## config.mk

```make
export PLATFORM = sky130hd
export DESIGN_NAME = hash_w_ctl
export DESIGN_NICKNAME = d
export VERILOG_FILES = /design/src/rtl/hash_ctl_pkg.sv /design/src/rtl/hash_w_rnd_cnt.sv /design/src/rtl/hash_w_ctl.sv
export SDC_FILE = /design/constraint.sdc
export NUM_CORES = 1
export LEC_CHECK = 0
export ABC_AREA = 1
export CAP_MARGIN = 20
export CORE_MARGIN = 3
export CORE_UTILIZATION = 48
export CTS_CLUSTER_DIAMETER = 150
export CTS_CLUSTER_SIZE = 24
export DETAILED_ROUTE_END_ITERATION = 16
export PLACE_DENSITY = 0.84
export SYNTH_ARGS = -nofsm -noshare
export SYNTH_HDL_FRONTEND = slang
export SYNTH_SLANG_ARGS = --single-unit
```

## constraint.sdc

```tcl
create_clock -name clk -period 1.8 [get_ports clk]
set_clock_uncertainty 0.1 [all_clocks]
set_input_delay 0.45 -clock clk [delete_from_list [all_inputs] [get_ports clk]]
set_output_delay 0.45 -clock clk [all_outputs]
set_load 0.05 [all_outputs]
```

## src/rtl/hash_ctl_pkg.sv

```systemverilog
// Shared types and constants for the hash W-unit sequencer and its round counter.
package hash_ctl_pkg;

    localparam int unsigned RND_256 = 64;
    localparam int unsigned RND_384 = 80;
    localparam int unsigned CNT_W   = 7;
    localparam int unsigned OP_W    = 4;
    localparam int unsigned WOP_W   = 2;

    typedef enum logic [3:0] {
        ST_IDLE,
        ST_CLR,
        ST_KEYI,
        ST_MSG,
        ST_PAD,
        ST_RND,
        ST_KEYO,
        ST_FIN,
        ST_FIN_LD,
        ST_DONE,
        ST_ABRT
    } state_e;

    typedef enum logic [WOP_W-1:0] {
        WOP_MSG   = 2'b00,
        WOP_IKEY  = 2'b01,
        WOP_OKEY  = 2'b10,
        WOP_HASHF = 2'b11
    } wop_e;

    typedef enum logic [2:0] {
        PH_IKEY,
        PH_MSG,
        PH_LAST,
        PH_OKEY,
        PH_FINAL
    } phase_e;

    // Registered strobe bundle driven towards the W unit, host and core
    typedef struct packed {
        wop_e w_op;
        logic w_en;
        logic h_pad;
        logic h_clr;
        logic kw_nxt;
        logic kw_done;
        logic rnd_vld;
        logic blk_done;
        logic job_done;
        logic busy;
        logic msg_rdy;
    } ctl_out_t;

endpackage

```

## src/rtl/hash_w_rnd_cnt.sv

```systemverilog
// Round counter: clear-to-zero, saturating increment, 64/80 terminal-count select.
module hash_w_rnd_cnt
    import hash_ctl_pkg::*;
(
    input  logic             clk,
    input  logic             rst_n,
    input  logic             clr,
    input  logic             inc,
    input  logic             sel_384,
    output logic [CNT_W-1:0] cnt,
    output logic             tc_c,
    output logic             tc_nxt_c
);

    logic [CNT_W-1:0] cnt_d;
    logic [CNT_W-1:0] last;

    assign last = sel_384 ? CNT_W'(RND_384 - 1) : CNT_W'(RND_256 - 1);

    // Never steps past the last round of the block
    always_comb begin
        cnt_d = cnt;
        if (clr) begin
            cnt_d = '0;
        end else if (inc && (cnt != last)) begin
            cnt_d = cnt + CNT_W'(1);
        end
    end

    assign tc_c     = (cnt == last);
    assign tc_nxt_c = (cnt_d == last);

    always_ff @(posedge clk or negedge rst_n) begin
        if (!rst_n) begin
            cnt <= '0;
        end else begin
            cnt <= cnt_d;
        end
    end

endmodule

```

## src/rtl/hash_w_ctl.sv

```systemverilog
// Sequencer for the hash W unit: walks plain or HMAC jobs block by block and
// times the compression rounds. All outputs are flops decoded from next state.
module hash_w_ctl
    import hash_ctl_pkg::*;
(
    input  logic             clk,
    input  logic             rst_n,
    input  logic             start,
    input  logic             abort,
    input  logic [OP_W-1:0]  hash_op,
    input  logic             msg_vld,
    input  logic             msg_last,
    output logic             msg_rdy,
    input  logic             h_flg_ovf,
    input  logic             core_rdy,
    output logic [WOP_W-1:0] w_op,
    output logic             w_en,
    output logic             h_pad,
    output logic             h_clr,
    output logic             kw_nxt,
    output logic             kw_done,
    output logic             h_flg_384,
    output logic [CNT_W-1:0] rnd_cnt,
    output logic             rnd_vld,
    output logic             blk_done,
    output logic             job_done,
    output logic             busy
);

    state_e           state_q, state_d;
    phase_e           phase_q, phase_d;
    logic             hmac_q, hmac_d;
    logic             m384_q, m384_d;
    logic             run_q, run_d;
    logic             post_q, post_d;
    logic             cnt_clr, cnt_inc;
    logic             cnt_tc_c, cnt_tc_nxt_c;
    logic [CNT_W-1:0] cnt_q;
    ctl_out_t         out_q, out_d;

    // Low op bits select the digest length inside the W unit, not here
    logic unused_op;
    assign unused_op = ^hash_op[1:0];

    hash_w_rnd_cnt u_rnd_cnt (
        .clk      (clk),
        .rst_n    (rst_n),
        .clr      (cnt_clr),
        .inc      (cnt_inc),
        .sel_384  (m384_q),
        .cnt      (cnt_q),
        .tc_c     (cnt_tc_c),
        .tc_nxt_c (cnt_tc_nxt_c)
    );

    always_ff @(posedge clk or negedge rst_n) begin
        if (!rst_n) begin
            state_q <= ST_IDLE;
            phase_q <= PH_IKEY;
            hmac_q  <= 1'b0;
            m384_q  <= 1'b0;
            run_q   <= 1'b0;
            post_q  <= 1'b0;
            out_q   <= '0;
        end else begin
            state_q <= state_d;
            phase_q <= phase_d;
            hmac_q  <= hmac_d;
            m384_q  <= m384_d;
            run_q   <= run_d;
            post_q  <= post_d;
            out_q   <= out_d;
        end
    end

    // Next state; RND has three sub-steps: wait core_rdy, run rounds, post-block decision
    always_comb begin
        state_d = state_q;
        phase_d = phase_q;
        hmac_d  = hmac_q;
        m384_d  = m384_q;
        run_d   = 1'b0;
        post_d  = 1'b0;
        cnt_clr = 1'b1;
        cnt_inc = 1'b0;
        case (state_q)
            ST_IDLE: begin
                if (start) begin
                    state_d = ST_CLR;
                    hmac_d  = hash_op[3];
                    m384_d  = hash_op[2];
                end
            end
            ST_CLR:  state_d = hmac_q ? ST_KEYI : ST_MSG;
            ST_KEYI: begin
                phase_d = PH_IKEY;
                state_d = ST_RND;
            end
            ST_MSG: begin
                if (msg_vld && out_q.msg_rdy) begin
                    phase_d = msg_last ? PH_LAST : PH_MSG;
                    state_d = msg_last ? ST_PAD : ST_RND;
                end
            end
            ST_PAD:  state_d = ST_RND;
            ST_RND: begin
                if (post_q) begin
                    case (phase_q)
                        PH_IKEY, PH_MSG: state_d = ST_MSG;
                        PH_LAST:  state_d = h_flg_ovf ? ST_PAD : (hmac_q ? ST_KEYO : ST_DONE);
                        PH_OKEY:  state_d = ST_FIN;
                        default:  state_d = h_flg_ovf ? ST_PAD : ST_DONE;
                    endcase
                end else if (run_q) begin
                    if (cnt_tc_c) begin
                        post_d = 1'b1;
                    end else begin
                        run_d   = 1'b1;
                        cnt_clr = 1'b0;
                        cnt_inc = 1'b1;
                    end
                end else begin
                    run_d = core_rdy;
                end
            end
            ST_KEYO: begin
                phase_d = PH_OKEY;
                state_d = ST_RND;
            end
            ST_FIN:    if (core_rdy) state_d = ST_FIN_LD;
            ST_FIN_LD: begin
                phase_d = PH_FINAL;
                state_d = ST_PAD;
            end
            default:   state_d = ST_IDLE;
        endcase
        if (abort) begin
            state_d = ST_ABRT;
            run_d   = 1'b0;
            post_d  = 1'b0;
            cnt_clr = 1'b1;
            cnt_inc = 1'b0;
        end
    end

    // Output decode of the next state; w_op keeps its last value between loads
    always_comb begin
        out_d      = '0;
        out_d.w_op = out_q.w_op;
        case (state_d)
            ST_CLR, ST_ABRT: out_d.h_clr = 1'b1;
            ST_KEYI: begin
                out_d.w_en = 1'b1;
                out_d.w_op = WOP_IKEY;
            end
            ST_MSG: begin
                out_d.w_en    = 1'b1;
                out_d.msg_rdy = 1'b1;
                out_d.w_op    = WOP_MSG;
            end
            ST_KEYO: begin
                out_d.w_en = 1'b1;
                out_d.w_op = WOP_OKEY;
            end
            ST_FIN_LD: begin
                out_d.w_en = 1'b1;
                out_d.w_op = WOP_HASHF;
            end
            ST_PAD:  out_d.h_pad    = 1'b1;
            ST_DONE: out_d.job_done = 1'b1;
            default: ;
        endcase
        out_d.rnd_vld  = run_d;
        out_d.kw_nxt   = run_d & ~cnt_tc_nxt_c;
        out_d.kw_done  = run_d & cnt_tc_nxt_c;
        out_d.blk_done = run_d & cnt_tc_nxt_c;
        out_d.busy     = (state_d != ST_IDLE);
    end

    assign msg_rdy   = out_q.msg_rdy;
    assign w_op      = out_q.w_op;
    assign w_en      = out_q.w_en;
    assign h_pad     = out_q.h_pad;
    assign h_clr     = out_q.h_clr;
    assign kw_nxt    = out_q.kw_nxt;
    assign kw_done   = out_q.kw_done;
    assign h_flg_384 = m384_q;
    assign rnd_cnt   = cnt_q;
    assign rnd_vld   = out_q.rnd_vld;
    assign blk_done  = out_q.blk_done;
    assign job_done  = out_q.job_done;
    assign busy      = out_q.busy;

endmodule

```

# Yosys cells after proc, flatten, opt, wreduce, memory -nomap -nowiden
# Cells that the tools add are included.
[op_classes] n_addsub=1 mul=0 div=0 n_lt_le_gt_ge=0 n_eq_ne=23 n_shift=0 n_mux=41 n_bitwise=3 n_reduce_logical=12
[ops] op="4-bit two-way mux" n=8
[ops] op="4-bit one-hot mux with 7 select lines" n=1
[ops] op="4-bit by 3-bit equality test with 1-bit output (second input constant)" n=6
[ops] op="1-bit two-way mux" n=24
[ops] op="3-bit one-hot mux with 4 select lines" n=2
[ops] op="7-bit two-way mux" n=3
[ops] op="4-bit by 2-bit equality test with 1-bit output (second input constant)" n=4
[ops] op="4-bit equality test (second input constant)" n=4
[ops] op="7-bit equality test" n=2
[ops] op="4-bit one-hot mux with 3 select lines" n=1
[ops] op="4-bit nonzero test" n=3
[ops] op="4-bit by 1-bit equality test with 1-bit output (second input constant)" n=2
[ops] op="7-bit by 1-bit adder with 7-bit output (second input constant)" n=1
[ops] op="7-bit inequality test" n=1
[ops] op="3-bit by 2-bit equality test with 1-bit output (second input constant)" n=2
[ops] op="4-bit logical NOT" n=1
[ops] op="2-bit AND reduction" n=2
[ops] op="2-bit OR reduction" n=2
[ops] op="3-bit by 1-bit equality test with 1-bit output (second input constant)" n=1
[ops] op="3-bit logical NOT" n=1
[ops] op="3-bit two-way mux" n=1
[ops] op="3-bit OR reduction" n=1
[ops] op="1-bit AND" n=2
[ops] op="1-bit logical AND" n=2
[ops] op="other kinds (3)" n=3
[totals] reg_bits=28 latch_bits=0 ramBits=0 romBits=0 in_bits=12 output_inout_bits=20 word_cells=96 n_memories=0

# Longest topological paths before layout
# Gate-level depths: netlist of run 1.
[logic_depth] ltp_word=13 ltp_mapped=12 mapped_depth_nobuf=12

# Modules after synthesis
# A second synthesis of run 1 with hierarchy kept.
[unflattened] cells_unflattened=249 area_unflattened_um2=1825.5
[by_module_without_submodules] module="hash_w_ctl" n_inst=1 cells_each=155 area_per_inst_um2=1221.2 seq_area_each_um2=525.5
[by_module_without_submodules] module="hash_w_rnd_cnt" n_inst=1 cells_each=94 area_per_inst_um2=604.3 seq_area_each_um2=175.2

# Worst setup path before layout of run 1
# No wires, ideal clock.
[synth_timing] kind="register to register" start="register u_rnd_cnt.cnt[0]" end="register out_q (netlist bit blk_done)" setup_ns=0.119 t_arrival_ns=1.809 t_required_ns=1.581 path_slack_ns=-0.228 path_stages_with_launch=9 n_path_buf=0 synth_period_minus_slack_ns=2.028 cell_sequence="dfrtp_1 > ha_1 > nand3_1 > nor2_1 > xor2_2 > nor2_8 > nand2_1 > nand2_1 > and2_1"
[synth_rtl] item="start, declared" line="hash_w_rnd_cnt.sv:10" source="output logic [CNT_W-1:0] cnt,"
[synth_rtl] item="start signal, assigned" line="hash_w_rnd_cnt.sv:37" source="cnt <= cnt_d;"
[synth_rtl] item="end signal, assigned" line="hash_w_ctl.sv:72" source="out_q <= out_d;"
[synth_rtl] item="end, declared" line="hash_w_ctl.sv:39" source="ctl_out_t out_q, out_d;"

# Worst setup path after layout of run 1
[layout_timing] start="register state_q[2]" end="register out_q (netlist bit w_op[0])"
[layout_between] elab_chain_cells=6 elab_cells_between_ends=22 classes_between="12 x eq/ne; 7 x mux; 3 x reduce/logical"
[layout_lines] item="start, declared" line="hash_w_ctl.sv:30" source="state_e state_q, state_d;"
[layout_lines] item="start signal, assigned" line="hash_w_ctl.sv:66" source="state_q <= state_d;"
[layout_lines] item="4-bit by 3-bit equality test with 1-bit output or 4-bit by 2-bit equality test with 1-bit output (tied branches)" line="hash_w_ctl.sv:86" source="case (state_q)"
[layout_lines] item="3-bit OR reduction (no line)"
[layout_lines] item="4-bit one-hot mux with 7 select lines *" line="hash_w_ctl.sv:86"
[layout_lines] item="4-bit two-way mux *" line="hash_w_ctl.sv:137" source="if (abort) begin"
[layout_lines] item="net state_d[1]" line="hash_w_ctl.sv:30"
[layout_lines] item="4-bit equality test (tied with other cells)" line="hash_w_ctl.sv:150" source="case (state_d)"
[layout_lines] item="3-bit one-hot mux with 4 select lines or 4-bit nonzero test (tied branches)"
# The timed path passes the listed nets; every way through them passes the cells marked *.
# A chain may end at the register's enable or synchronous reset.

==> key figures, run 1 <==
Layout
  • Area delta synth->final: 44.0%
  • ANT cells: 0
  • Post-Layout Cell Count: roughly 280
  • Share of cells above drive strength 1: 0.366
  • Fin nets: roughly 250

Placement
  • HPWL after detailed placement: ~2400 µm
  • # port buffers: 29
  • Setup WS pre-CTS: -0.259 ns
  • RD Place Congestion: between 0.8 and 0.9
  • Placed insts: around 280

STA
  • Final setup fails: 0
  • Hold Slack: around 0.37 ns
  • Final cycle utilization of the critical path: 0.945
  • Worst-Margin Slew: ~0.35 ns
  • Fin worst setup slack: a little under 0.1 ns
  • Max Freq: 0.588 GHz
  • Endpoints failing hold: 0
  • Slew headroom: 0.765
  • Slew Limit Fails: 0
  • Setup TNS: 0 ns
  • Tmin final: roughly 1.7 ns

Synthesis
  • Mux contribution to synthesized area: 0.00724
  • Syn nets: 202
  • Cells after synthesis: 189
  • Number of synthesized flops with an enable pin: 0
  • Synthesized area per cell: 8.23 µm²
  • Simple-gate portion of the synthesized area: 0.368
  • Top FF cell, synth: dfrtp_1
  • Async S/R FF share, synth: 1.00
  • Seq/Total Area, Yosys: 0.451
  • Yosys cell types: 33
  • Flops & latches, synth: 28
  • Xor-xnor portion of the synthesized cell area: 0.0217
  • Synthesized cell area: 0.00156 mm²
  • Syn. warnings: 0
  • Synth Area in Compound Gates: 0.0595
  • Combinational family with the most area after synthesis: simple AND/OR/NAND/NOR gates
  • Post-Synth Adder-Cell Area: 0.00805

Pwr
  • Power Total: 0.00152 W
  • LEAKAGE: ~1.1 nW
  • VDD IR max: between 0.0004 and 0.0005 V
  • PD cells: 677 mW/mm²

CTS
  • CTS Buf Count: 3
  • H-tree level count: 1
  • TritonCTS clock tree: done
  • CTS max path bufs: 2
  • Clock Latency Late Sink: between 0.3 and 0.4 ns
  • CTS Sinks: 28
  • Root Buffer: clkbuf_4
  • CTS clk-pin slew, worst paths: around 0.15 ns

GRT
  • Vias in the first global route: 1307
  • First-pass GRT wire length: about 5300 µm
  • Pin count of the biggest net entering global routing: 29
  • Total congestion overflow: 0
  • Initial antenna violation count: 0
  • GRT Total Usage: 0.169

Status
  • Status: finished clean

Die
  • Die Y-Extent: 62.9 µm
  • Core Region: around 0.0031 mm²
  • Ports: 32
  • Initial Util: 0.505
  • Row cnt: 20
  • Die ar.: 0.00396 mm²
  • Die W: 62.9 µm

Worst hold path
  • Worst min path class: input pin to asynchronous set/reset pin

Routing
  • Initial DRC Count: 52
  • Routed Antenna Nets: 0
  • Avg WL per Cell: 11.1 µm
  • Final wirelength: 3130 µm
  • DR vias: between 1000 and 1500
  • DR pass1 iterations: 4
  • DRC: 0
  • Via-to-Cell Ratio: 4.76

Setup path
  • Crit end category: flop
  • CP Data Required Time: 1.94 ns
  • Worst-path maximum fanout: 6
  • WS Path Type: flop to flop
  • CP arrival: around 1.8 ns
  • Startpoint class of the critical path: flop

Run
  • Max-cap violations: 0
final timing paths:
| kind | startpoint | to | slack, ns | cells past startpoint |
|---|---|---|---|---|
| setup / recovery | state_q[2]$_DFF_PN0_ | w_op[0]$_DFFE_PN0P_ | 0.1 | 11 |
| hold / removal | rst_n | u_rnd_cnt.cnt[3]$_DFF_PN0_ | 0.37 | 2 |
| setup reg to reg | state_q[2]$_DFF_PN0_ | w_op[0]$_DFFE_PN0P_ | 0.1 | 11 |
| hold reg to reg | u_rnd_cnt.cnt[0]$_DFF_PN0_ | u_rnd_cnt.cnt[0]$_DFF_PN0_ | 0.45 | 1 |
| max in group asynchronous | rst_n | state_q[1]$_DFF_PN0_ | 0.94 | 2 |
| min in group clk | u_rnd_cnt.cnt[0]$_DFF_PN0_ | u_rnd_cnt.cnt[0]$_DFF_PN0_ | 0.45 | 1 |
timing repair:
action,4_1_cts,5_1_grt
buffers inserted,0,1
resized for setup,0,11
hold endpoints to repair,0,0
endpoints found under the setup margin,0,4
hold buffers,0,0
critical path, stage by stage (launching register included):
cell	delay, ns
dfrtp_1	0.46
inv_2	0.07
nor2_4	0.20
nand2_2	0.09
nor2_2	0.09
nand2_1	0.10
nand3_4	0.14
inv_2	0.07
nor2_1	0.10
nand2_1	0.08
nand3_1	0.07
nand2_1	0.05
logic make-up (layout without fill, tap and decap cells):
family,count (synthesis),in the layout
and+or+nand+nor,107,107
buffers and inverters,34,83
DFF,28,28
AOI/OAI and AO/OA,15,15
xor gates and xnor gates,3,3
adders and majority gates,1,1
muxes,1,1
power by group:
part           internal (W)  switching [W]
logic              0.000207       0.000287
registers          0.000692      0.0000597
clock network     0.0000871       0.000183
placed cells by master (no fill, tap or decap), types with 2 or more instances in the layout:
cell / Yosys / routed
a21oi_1: 6 / 6
buf_12: 0 / 14
buf_4: 1 / 23
clkbuf_4: 0 / 3
clkdlybuf4s50_1: 0 / 9
dfrtp_1: 28 / 23
dfrtp_2: 0 / 5
inv_1: 24 / 24
inv_2: 8 / 8
nand2_1: 40 / 39
nand2_2: 5 / 6
nand3_1: 18 / 16
nand3_2: 6 / 7
nand3b_1: 2 / 2
nor2_1: 20 / 18
nor2_2: 4 / 4
nor2_4: 3 / 5
nor3_1: 4 / 3
o21ai_0: 2 / 2
metal layers:
metal	routed length, µm	up-vias	track usage
met4	67	0	0.0854
met2	1590	18	0.290
met1	1370	624	0.205
met3	108	6	0.0216
li1	-	695	-
met5	0	-	0
per-stage QoR:
step | area (µm²) | utilization
6_report | 2240 | 0.728
5_1_grt | 2240 | 0.728
4_1_cts | 2190 | 0.711
3_5_place_dp | 2160 | 0.702
3_3_place_gp | 2160 | 0.702
2_1_floorplan | 1580 | -
synthesized netlist by cell type (3+ instances only):
cell	instances	area (µm²)
nor2_2	4	25.0
nand2_2	5	31.3
nand2_1	40	150
inv_1	24	90.1
inv_2	8	30.0
nor3_1	4	20.0
nor2_1	20	75.1
nand3_1	18	90.1
dfrtp_1	28	701
nor2_4	3	33.8
nand3_2	6	60.1
a21oi_1	6	30.0
final cells by class:
type | instances | area [µm²]
clock buffer | 4 | 26.3
fill | 212 | 838
inverter | 33 | 126
multi-input combinational | 127 | 782
sequential | 28 | 707
tap | 44 | 55.1
timing repair buffer | 46 | 543
registers in the layout (all words and copies together) (netlist names):
register / cells
job_done: 1
hmac_q: 1
msg_rdy: 1
kw_nxt: 1
h_clr: 1
busy: 1
state_q: 4
w_en: 1
w_op: 2
h_pad: 1
u_rnd_cnt.cnt: 7
rnd_vld: 1
h_flg_384: 1
phase_q: 3
blk_done: 1
post_q: 1
No activity file was read; power rests on OpenSTA's default activity.
==> run 2: changes to the inputs <==
--- a/config.mk
+++ b/config.mk
@@ -16,3 +16,4 @@
 export SYNTH_ARGS = -nofsm -noshare
 export SYNTH_HDL_FRONTEND = slang
 export SYNTH_SLANG_ARGS = --single-unit
+export TNS_END_PERCENT = 30
==> results of run 2 <==
Final layout, timing and power as in run 1 (identical DEF).
==> run 3: changes to the inputs <==
--- a/config.mk
+++ b/config.mk
@@ -13,6 +13,7 @@
 export CTS_CLUSTER_SIZE = 24
 export DETAILED_ROUTE_END_ITERATION = 16
 export PLACE_DENSITY = 0.84
+export RECOVER_POWER = 25
 export SYNTH_ARGS = -nofsm -noshare
 export SYNTH_HDL_FRONTEND = slang
 export SYNTH_SLANG_ARGS = --single-unit
==> run 3 against run 2 <==
Final area decreased by 0.11%. Hold slack improved by 0.084 ns. Count of clock-buffer cells in the layout unchanged. Critical endpoint unchanged. Highest routed layer unchanged. Final cell count unchanged. Worst setup slack unchanged.
==> key figures, run 3 (same netlist as run 1, synthesis figures left out) <==
Status
  • Status: finished clean

CTS
  • TritonCTS clock tree: done
  • Root Buffer: clkbuf_4
  • CTS Buf Count: 3
  • Clock Latency Late Sink: 0.34 ns
  • CTS max path bufs: 2
  • CTS clk-pin slew, worst paths: about 0.15 ns
  • CTS Sinks: 28
  • H-tree level count: 1
  • Hold Buf Count CTS: 0

Die
  • Die ar.: 0.00396 mm²
  • Row cnt: 20
  • Die W: 62.9 µm
  • Initial Util: 0.505
  • Ports: 32
  • Core Region: 0.00308 mm²
  • Die Y-Extent: 62.9 µm

Layout
  • Most frequent cells in the layout: nand2_1, inv_1, dfrtp_1
  • Biggest regs: u_rnd_cnt.cnt (7), state_q (4), phase_q (3)
  • Max reg flops: 7
  • Area delta synth->final: 43.8%
  • Share of cells above drive strength 1: 0.366
  • ANT cells: 0
  • Most common cell after layout, fill and taps aside: nand2_1
  • Fin nets: about 250
  • Largest Register: u_rnd_cnt.cnt

Routing
  • Avg WL per Cell: 11.1 µm
  • DR pass1 iterations: 4
  • Initial DRC Count: 52
  • Routed Antenna Nets: 0
  • DR vias: 1343
  • DRC: 0
  • Via-to-Cell Ratio: around 4.8
  • Final wirelength: roughly 3100 µm

STA
  • Slew Limit Fails: 0
  • Setup TNS: 0 ns
  • Max Freq: around 0.59 GHz
  • Slew headroom: 0.542
  • Tmin final: 1.70 ns
  • Worst-Margin Slew: around 0.69 ns
  • Final cycle utilization of the critical path: 0.945
  • Endpoints failing hold: 0
  • Final setup fails: 0

GRT
  • Vias in the first global route: approximately 1300
  • Pin count of the biggest net entering global routing: 29
  • Initial antenna violation count: 0
  • GRT Total Usage: 0.169
  • First-pass GRT wire length: ~5300 µm
  • Total congestion overflow: 0

Setup path
  • WS Path Type: flop to flop
  • Startpoint class of the critical path: flop
  • R2R Setup Slk: a little under 0.1 ns
  • CP endpoint: w_op[0]$_DFFE_PN0P_
  • CP arrival: roughly 1.8 ns
  • Worst R2R Start: state_q[2]$_DFF_PN0_
  • Crit end category: flop
  • Reg-to-reg endpoint: w_op[0]$_DFFE_PN0P_
  • CP Data Required Time: roughly 1.9 ns
  • Worst-path maximum fanout: 6
  • Crit path from: state_q[2]$_DFF_PN0_
  • Worst Reg-to-Reg Cells: 11

Run
  • Max-cap violations: 0

Placement
  • HPWL after detailed placement: between 2000 and 2500 µm
  • RD Place Congestion: 0.844
  • # port buffers: 29

Worst hold path
  • Worst min path class: flop to flop

Pwr
  • VDD IR max: 0.000474 V
  • LEAKAGE: between 1 and 1.5 nW
  • PD cells: between 600 and 700 mW/mm²
  • Power Total: roughly 0.0015 W
==> run 3: cell count changes in the layout (fill, tap and decap cells not counted), sizes merged <==
cell,change
clkdlybuf4s50,-1
buf,-1
dlygate4sd3,+1
clkbuf,+1
==> run 3: cell type report <==
type,instances,area [µm²]
clock buffers,4,26.3
fillers,213,841
inverters,33,126
multi-input cells,127,782
flip-flops and latches,28,707
well taps,44,55.1
repair buffers,46,541
==> run 3: worst max-delay path, cell delays in order (launching register included) <==
cell	delay, ns
dfrtp_1	0.46
inv_2	0.07
nor2_4	0.20
nand2_2	0.09
nor2_2	0.09
nand2_1	0.10
nand3_4	0.14
inv_2	0.07
nor2_1	0.10
nand2_1	0.08
nand3_1	0.07
nand2_1	0.05
==> run 3: worst min path at each step <==
stage / start / end / slack, ns / cells past startpoint
after floorplan: rst_n / blk_done$_DFF_PN0_ / 0.05 / 0
after global placement: u_rnd_cnt.cnt[0]$_DFF_PN0_ / u_rnd_cnt.cnt[0]$_DFF_PN0_ / 0.42 / 1
after detailed placement: u_rnd_cnt.cnt[0]$_DFF_PN0_ / u_rnd_cnt.cnt[0]$_DFF_PN0_ / 0.42 / 1
after CTS: rst_n / u_rnd_cnt.cnt[3]$_DFF_PN0_ / 0.38 / 2
after global routing: u_rnd_cnt.cnt[0]$_DFF_PN0_ / u_rnd_cnt.cnt[0]$_DFF_PN0_ / 0.46 / 1
final: u_rnd_cnt.cnt[0]$_DFF_PN0_ / u_rnd_cnt.cnt[0]$_DFF_PN0_ / 0.45 / 1
==> run 3: repair_timing <==
action                                  4_1_cts  5_1_grt
resized for setup                             0       11
endpoints found under the setup margin        0        4
setup buffers                                 0        1
==> run 3: metal layers <==
metal	track usage	wire length [µm]
met1	0.205	1370
met4	0.0854	67
met2	0.290	1590
met5	0	0
met3	0.0216	108
==> run 3: power breakdown <==
part / switching [W] / internal [W]
logic: 0.000287 / 0.000206
registers: 0.0000597 / 0.000692
clock network: 0.000183 / 0.0000871
total: 0.000530 / 0.000985
==> run 3: metrics by stage <==
| step | setup slack (ns) | utilization | cell area (µm²) | hold slack, ns | instances |
|---|---|---|---|---|---|
| 2_1_floorplan | 0.0252 | - | 1580 | 0.0544 | 189 |
| 3_3_place_gp | -0.211 | 0.702 | 2160 | 0.418 | 277 |
| 3_5_place_dp | -0.259 | 0.702 | 2160 | 0.425 | 277 |
| 4_1_cts | 0.0567 | 0.711 | 2190 | 0.376 | 281 |
| 5_1_grt | -0.0118 | 0.727 | 2240 | 0.462 | 282 |
| 6_report | 0.0993 | 0.727 | 2240 | 0.451 | 282 |
